### src/rtl/cube_pkg.sv
// cube_pkg: shared cube shift-chain width, counter-width helper and output FSM states
package cube_pkg;
  localparam int CUBE_WIDTH = 8;
  function automatic int cnt_w(input int w);
    return $clog2(w);
  endfunction
  typedef enum logic {OUT_EMPTY, OUT_FULL} out_state_e;
endpackage

### src/rtl/sipo_word_receiver_shift_core.sv
// sipo_shift_core: MSB-first partial-word assembler with frame resync
// ports: clk, reset_n (async, active-low); ser_in sampled on shift; frame_sync restarts the word;
//        word_done pulses with word holding the completed word; bit_count is the fill level.
module sipo_shift_core
  import cube_pkg::*;
#(
  parameter int WIDTH = CUBE_WIDTH,
  parameter int CW = cnt_w(WIDTH)
)(
  input  logic             clk,
  input  logic             reset_n,
  input  logic             ser_in,
  input  logic             shift,
  input  logic             frame_sync,
  output logic             word_done,
  output logic [WIDTH-1:0] word,
  output logic [CW-1:0]    bit_count
);
  logic [WIDTH-2:0] partial;
  assign word      = {partial, ser_in};
  assign word_done = shift && !frame_sync && bit_count == CW'(WIDTH-1);
  always_ff @(posedge clk or negedge reset_n) begin
    if (!reset_n) begin
      partial   <= '0;
      bit_count <= '0;
    end else if (frame_sync) begin
      partial   <= (WIDTH-1)'(shift & ser_in);
      bit_count <= CW'(shift);
    end else if (shift) begin
      partial   <= word_done ? '0 : word[WIDTH-2:0];
      bit_count <= word_done ? '0 : bit_count + CW'(1);
    end
  end
endmodule

### src/rtl/sipo_word_receiver.sv
// sipo_word_receiver: serial-in parallel-out word receiver with single-entry valid/ready output
// ports: clk, reset_n (async, active-low); ser_in/shift/frame_sync drive the shift core;
//        par_out/out_valid/out_ready form the output handshake; overflow is a sticky
//        dropped-word flag cleared by overflow_clr; bit_count is the partial-word fill level.
module sipo_word_receiver
  import cube_pkg::*;
#(
  parameter int WIDTH = CUBE_WIDTH,
  parameter int CW = cnt_w(WIDTH)
)(
  input  logic             clk,
  input  logic             reset_n,
  input  logic             ser_in,
  input  logic             shift,
  input  logic             frame_sync,
  output logic [WIDTH-1:0] par_out,
  output logic             out_valid,
  input  logic             out_ready,
  output logic             overflow,
  input  logic             overflow_clr,
  output logic [CW-1:0]    bit_count
);
  out_state_e       state;
  logic             word_done;
  logic             drop;
  logic [WIDTH-1:0] word;
  sipo_shift_core #(.WIDTH(WIDTH), .CW(CW)) u_core (
    .clk        (clk),
    .reset_n    (reset_n),
    .ser_in     (ser_in),
    .shift      (shift),
    .frame_sync (frame_sync),
    .word_done  (word_done),
    .word       (word),
    .bit_count  (bit_count)
  );
  assign out_valid = state == OUT_FULL;
  // a completed word is lost only if the held one is not being consumed on the same edge
  assign drop = word_done && state == OUT_FULL && !out_ready;
  always_ff @(posedge clk or negedge reset_n) begin
    if (!reset_n) begin
      state    <= OUT_EMPTY;
      par_out  <= '0;
      overflow <= 1'b0;
    end else begin
      if (word_done && !drop) par_out <= word;
      state    <= word_done ? OUT_FULL : (out_ready ? OUT_EMPTY : state);
      overflow <= drop | (overflow & ~overflow_clr);
    end
  end
endmodule

### config.mk
export PLATFORM = sky130hd
export DESIGN_NAME = sipo_word_receiver
export DESIGN_NICKNAME = d
export VERILOG_FILES = /design/src/rtl/cube_pkg.sv /design/src/rtl/sipo_word_receiver_shift_core.sv /design/src/rtl/sipo_word_receiver.sv
export SDC_FILE = /design/constraint.sdc
export NUM_CORES = 1
export LEC_CHECK = 0
export ABC_AREA = 0
export BUFFER_PORTS_ARGS = -buffer_cell sky130_fd_sc_hd__clkbuf_2
export CAP_MARGIN = 20
export CORE_UTILIZATION = 45
export DETAILED_ROUTE_END_ITERATION = 8
export PLACE_DENSITY_LB_ADDON = 0.12
export SETUP_SLACK_MARGIN = 0.3
export SLEW_MARGIN = 40
export SYNTH_ARGS = -nofsm -noshare
export SYNTH_HDL_FRONTEND = slang
export SYNTH_SLANG_ARGS = --single-unit
### constraint.sdc
create_clock -name clk -period 3.1 [get_ports clk]
set_clock_uncertainty 0.2 [all_clocks]
set_input_delay 0.155 -clock clk [delete_from_list [all_inputs] [get_ports clk]]
set_output_delay 0.155 -clock clk [all_outputs]
set_load 0.05 [all_outputs]
* After elaboration in Yosys (flattened, before gate mapping)
Index checks and enable logic that the tools add are counted.
Word-level totals: word-level logic and storage cells 29, bits of input ports 7, output and inout bits 13, register bits 20
Operators by class: $add $sub $neg 1, equality and inequality tests 1, multiplexer cells 8, bitwise operators 4, reductions and logical operators 10
Operators by type and width (number):
- 7-bit 2-to-1 mux | 3
- 3-bit 2-to-1 mux | 3
- 1-bit logical AND | 5
- 2-bit nonzero test | 2
- 3-bit by 1-bit adder with 3-bit output (second input constant) | 1
- 3-bit equality test (second input constant) | 1
- 1-bit logical NOT | 3
- 1-bit AND | 2
- 1-bit 2-to-1 mux | 2
- 1-bit NOT | 1
- 1-bit bitwise OR | 1

* Depth between registers and ports, before layout
depth in word-level cells 7, gate-level depth with buffers 6, depth with buffers taken out 5

* Modules after synthesis
A second synthesis with hierarchy kept.
Second synthesis, totals: cell total of the unflattened synthesis 70, area total of the unflattened synthesis 918.4 um^2
By module, submodules not included:
- sipo_shift_core | instances 1, sequential area each 250.2 um^2, cells an instance 46, area each 505.5 um^2
- sipo_word_receiver | instances 1, sequential area each 250.2 um^2, cells an instance 24, area each 412.9 um^2

* Worst setup path after synthesis
OpenSTA, ideal clock, no wires.
kind reg-to-reg, start point register u_core.bit_count[0], end point register par_out[0], arrival time 1801 ps, cell stages (with the launch flop) 7, buffers on the path 1, required time 2775 ps, setup time 125 ps, slack 974 ps, period minus slack after synthesis 2126 ps, cells stage by stage dfrtp_1 ha_1 ha_1 nand3b_2 nor2b_2 buf_6 mux2_4
On the way: word-level cells in the longest chain between the ends 6
Ends and longest elaborated chain:
- start, declared | line sipo_word_receiver_shift_core.sv:17 | output logic [CW-1:0] bit_count
- start signal, assigned | line sipo_word_receiver_shift_core.sv:28 | bit_count <= CW'(shift);
- start signal, assigned | line sipo_word_receiver_shift_core.sv:31 | bit_count <= word_done ? '0 : bit_count + CW'(1);
- 3-bit equality test (*) | line sipo_word_receiver_shift_core.sv:21 | assign word_done = shift && !frame_sync && bit_count == CW'(WIDTH-1);
- 1-bit logical AND (*) | line sipo_word_receiver_shift_core.sv:21
- 1-bit logical AND (2 in series) | line sipo_word_receiver.sv:39 | assign drop = word_done && state == OUT_FULL && !out_ready;
- 1-bit logical NOT | line sipo_word_receiver.sv:46 | if (word_done && !drop) par_out <= word;
- 1-bit logical AND (*) | line sipo_word_receiver.sv:46
- end signal, assigned | line sipo_word_receiver.sv:46
- end, declared | line sipo_word_receiver.sv:16 | output logic [WIDTH-1:0] par_out,
Mark *: on every way between the ends. The rest lies on a longest branch, timed or not. A chain may end at the register's enable or synchronous reset.

* Worst setup path in the final report
Same ends and word-level chain as after synthesis.

==> impl_metrics.xml <==
<?xml version="1.0" encoding="UTF-8"?>
<metrics>
  <group name="setup_path">
    <metric name="worst_path_dominant_cell_family" unit="">simple AND/OR/NAND/NOR gates</metric>
    <metric name="setup_slack_of_the_most_critical_reg_to_reg_path" unit="ns">0.94</metric>
    <metric name="max_stage_delay" unit="ns">0.48</metric>
    <metric name="timing.setup.critical_path_class" unit="">reg -&gt; reg</metric>
    <metric name="cell_type_of_the_slowest_stage_on_the_worst_timing_path" unit="">nor2b_2</metric>
    <metric name="cell_by_cell_listing_of_the_critical_path" unit="">ha_1, ha_1, nand3b_2, nor2b_2, mux2_4</metric>
    <metric name="critical_path.most_common_cell" unit="">ha_1</metric>
    <metric name="crit-reg2reg-launch" unit="">u_core.bit_count[0]</metric>
    <metric name="rr_worst_depth" unit="">5</metric>
    <metric name="crit_arrival" unit="ns">2.15</metric>
    <metric name="cp-end-kind" unit="">register</metric>
    <metric name="r2r-end" unit="">par_out[0]</metric>
    <metric name="crit_path_start_kind" unit="">register</metric>
    <metric name="crit_required" unit="ns">3.09</metric>
    <metric name="critical_path.n_buffers_inverters" unit="">0</metric>
    <metric name="critPathMaxFanout" unit="">10</metric>
  </group>
  <group name="yosys">
    <metric name="post-synth-top-area-cell" unit="">dfrtp_1</metric>
    <metric name="synth_top_area_frac" unit="">0.556</metric>
    <metric name="synth_area" unit="sq um">900</metric>
    <metric name="synthesis.instances" unit="">72</metric>
    <metric name="synth_top_cells_by_area" unit="">dfrtp_1, mux2_4, nand3b_1</metric>
    <metric name="synth_ff_type" unit="">dfrtp_1</metric>
    <metric name="syn-mean-instance-area" unit="sq um">12.5</metric>
    <metric name="sequential_to_total_area_share_from_yosys_stat" unit="">0.556</metric>
    <metric name="synth.lib_cells_used.distinct" unit="">20</metric>
    <metric name="postSynthNetCount" unit="">81</metric>
    <metric name="synth_warnings" unit="">0</metric>
    <metric name="synth-edff-count" unit="">0</metric>
    <metric name="async_flop_share" unit="">1.00</metric>
    <metric name="post_synth_most_frequent_cells" unit="">dfrtp_1, a21oi_1, mux2_4</metric>
    <metric name="synth.most_common_cell" unit="">dfrtp_1</metric>
    <metric name="synth-seq-cells" unit="">20</metric>
  </group>
  <group name="clocking">
    <metric name="tritoncts_clock_tree" unit="">done</metric>
    <metric name="cts.path.max_buffers" unit="">2</metric>
    <metric name="insertion_delay" unit="ns">0.30</metric>
    <metric name="cts_root_buf" unit="">clkbuf_4</metric>
    <metric name="tritoncts_num_sinks" unit="">20</metric>
    <metric name="cts_buffers" unit="">3</metric>
    <metric name="cts_setup_buffers" unit="">0</metric>
    <metric name="cts_repair_resize_count" unit="">0</metric>
    <metric name="cts_hold_buf" unit="">6</metric>
    <metric name="clkSlewWorstSetupHoldPaths" unit="ns">0.11</metric>
    <metric name="cts.htree.levels" unit="">1</metric>
  </group>
  <group name="finish">
    <metric name="syn_to_final_growth" unit="%">23.8</metric>
    <metric name="combined_flip_flop_and_latch_cell_area" unit="sq um">500</metric>
    <metric name="post_route_cells_drive_above_1_share" unit="">0.351</metric>
    <metric name="insertedDiodeCount" unit="">0</metric>
    <metric name="filler_cell_count" unit="">166</metric>
    <metric name="multiInputGateArea" unit="sq um">370</metric>
    <metric name="net_count_of_the_finished_layout" unit="">107</metric>
  </group>
  <group name="route">
    <metric name="drt_first_iter_violations" unit="">4</metric>
    <metric name="via_density_per_instance" unit="">4.88</metric>
    <metric name="first_pass_iters" unit="">4</metric>
    <metric name="wire_per_inst" unit="um">11.8</metric>
    <metric name="detail_route.drc_violations" unit="">0</metric>
    <metric name="wl" unit="mm">1.44</metric>
    <metric name="num_vias" unit="">595</metric>
    <metric name="antenna_violating_nets_post_route" unit="">0</metric>
  </group>
  <group name="floorplan">
    <metric name="die-height" unit="um">46.7</metric>
    <metric name="core" unit="sq um">1800</metric>
    <metric name="chipWidth" unit="um">46.7</metric>
    <metric name="floorplan.die_area" unit="sq um">2180</metric>
    <metric name="io_pins" unit="">20</metric>
    <metric name="floorplan.initialDensity" unit="">0.499</metric>
    <metric name="floorplan.rows" unit="">15</metric>
  </group>
  <group name="job">
    <metric name="timing.max_cap.violations" unit="">0</metric>
  </group>
  <group name="global_routing">
    <metric name="antenna_violations_before_repair" unit="">0</metric>
    <metric name="grtUsageTotal" unit="">0.144</metric>
    <metric name="global_route_wire_length_before_repair" unit="mm">2.13</metric>
    <metric name="grt_remaining_overflow" unit="">0</metric>
    <metric name="first_global_vias" unit="">472</metric>
    <metric name="grt_max_degree" unit="">21</metric>
  </group>
  <group name="timing">
    <metric name="fin_setup_tns" unit="ns">0</metric>
    <metric name="final.hold.worst_slack" unit="ns">0.0957</metric>
    <metric name="period_share" unit="">0.697</metric>
    <metric name="fmax" unit="MHz">463</metric>
    <metric name="slew_violations" unit="">0</metric>
    <metric name="finalSetupViolations" unit="">0</metric>
    <metric name="layout_setup_ws" unit="ns">0.940</metric>
    <metric name="rsz_0062_raised_after_global_routing" unit="">no</metric>
    <metric name="max_slew_headroom" unit="">0.628</metric>
    <metric name="timing.final.hold_violations" unit="">0</metric>
    <metric name="post-route-min-period" unit="ns">2.16</metric>
    <metric name="worst-slew-pin-transition" unit="ns">0.556</metric>
  </group>
  <group name="status">
    <metric name="run_status" unit="">finished clean</metric>
  </group>
  <group name="min_path">
    <metric name="min_from" unit="">shift</metric>
    <metric name="hold-path-endpoint" unit="">u_core.bit_count[0]</metric>
    <metric name="timing.hold.worst.class" unit="">in -&gt; reg</metric>
    <metric name="whs_path_depth" unit="">3</metric>
  </group>
  <group name="power_and_ir_drop">
    <metric name="total_leakage_power" unit="nW">0.551</metric>
    <metric name="power-per-cell-area" unit="nW/um^2">475</metric>
    <metric name="worst_ir_drop_vdd" unit="mV">0.295</metric>
  </group>
  <group name="placed_design">
    <metric name="dp_slack" unit="ns">0.948</metric>
    <metric name="final_hpwl_from_detailed_placement" unit="mm">1.01</metric>
    <metric name="globalplace.congestion" unit="">0.686</metric>
    <metric name="place.port_buffers" unit="">19</metric>
  </group>
</metrics>
[flip-flops by register name, summed over array words and instances (netlist names)]
signal,flops
par_out,8
u_core.partial,7
u_core.bit_count,3
out_valid,1
overflow,1
[cell families (layout without fill, tap and decap cells)]
| group | Yosys count | after routing | synth area share |
|---|---|---|---|
| and+or+nand+nor | 26 | 26 | 0.182 |
| adders and majority gates | 2 | 2 | 0.0278 |
| DFF | 20 | 20 | 0.556 |
| AOI/OAI and AO/OA | 11 | 11 | 0.0682 |
| muxes | 8 | 8 | 0.134 |
| buffers and inverters | 5 | 30 | 0.0320 |
[stage by stage]
step | util | std cells | cell area, sq um | power, mW
floorplan | - | 72 | 900 | 0.305
global placement | 0.556 | 112 | 1000 | 0.320
detailed placement | 0.556 | 112 | 1000 | 0.321
CTS | 0.618 | 122 | 1110 | 0.535
global route | 0.618 | 122 | 1110 | 0.552
finish | 0.618 | 122 | 1110 | 0.529
[per-layer routing]
metal | part of all wire | wire, um | up-vias | track usage
li1 | - | - | 294 | -
met1 | 0.54 | 774 | 283 | 0.201
met2 | 0.41 | 592 | 16 | 0.200
met3 | 0.040 | 58 | 2 | 0.0353
met4 | 0.0097 | 14 | 0 | 0.0857
met5 | 0 | 0 | - | 0
[cell type report]
type	instances	share of cell area
multi-input cells	47	0.333
well taps	25	0.0281
repair buffers	25	0.139
clock inverters	1	0.0270
inverters	1	0.00337
flip-flops and latches	20	0.449
clock buffers	3	0.0202
[worst min-delay path, cell delays in order]
cell and delay [ns]:
clkbuf_2 0.21, o21ai_0 0.13, nand2_1 0.06
[report_power, final]
part / internal [mW] / leakage [nW] / total (mW) / switching (mW)
Clock: 0.131 / 0.0279 / 0.210 / 0.0791
Sequential: 0.266 / 0.275 / 0.271 / 0.00473
Combinational: 0.0175 / 0.248 / 0.0483 / 0.0308
Total: 0.415 / 0.551 / 0.529 / 0.115
[worst max path at each step]
stage / cells after the start / start / endpoint / slack, ns
5_1_grt: 5 / u_core.bit_count[0] / par_out[0] / 0.79
2_1_floorplan: 6 / u_core.bit_count[0] / par_out[0] / 0.97
3_5_place_dp: 5 / u_core.bit_count[0] / par_out[3] / 0.95
3_3_place_gp: 5 / u_core.bit_count[0] / par_out[1] / 1.0
4_1_cts: 5 / u_core.bit_count[0] / par_out[0] / 0.91
6_report: 5 / u_core.bit_count[0] / par_out[0] / 0.94
[cells in the final DEF (no fill, tap or decap)]
cell type | netlist | routed
o21ai_0 | 1 | 1
clkbuf_2 | 0 | 19
a21oi_1 | 8 | 8
o22ai_1 | 1 | 1
inv_1 | 1 | 1
nand2_1 | 3 | 3
or2b_1 | 1 | 1
dlygate4sd3_1 | 0 | 6
mux2_4 | 8 | 8
nor2b_2 | 1 | 1
bufinv_16 | 0 | 1
nand3b_2 | 1 | 1
a32o_1 | 1 | 1
and2b_2 | 1 | 1
clkbuf_4 | 0 | 3
nor2b_1 | 2 | 2
nand3b_1 | 6 | 6
nand2b_1 | 7 | 7
nor2_1 | 4 | 4
ha_1 | 2 | 2
dfrtp_1 | 20 | 20
Power figures use the tool's default switching activity.
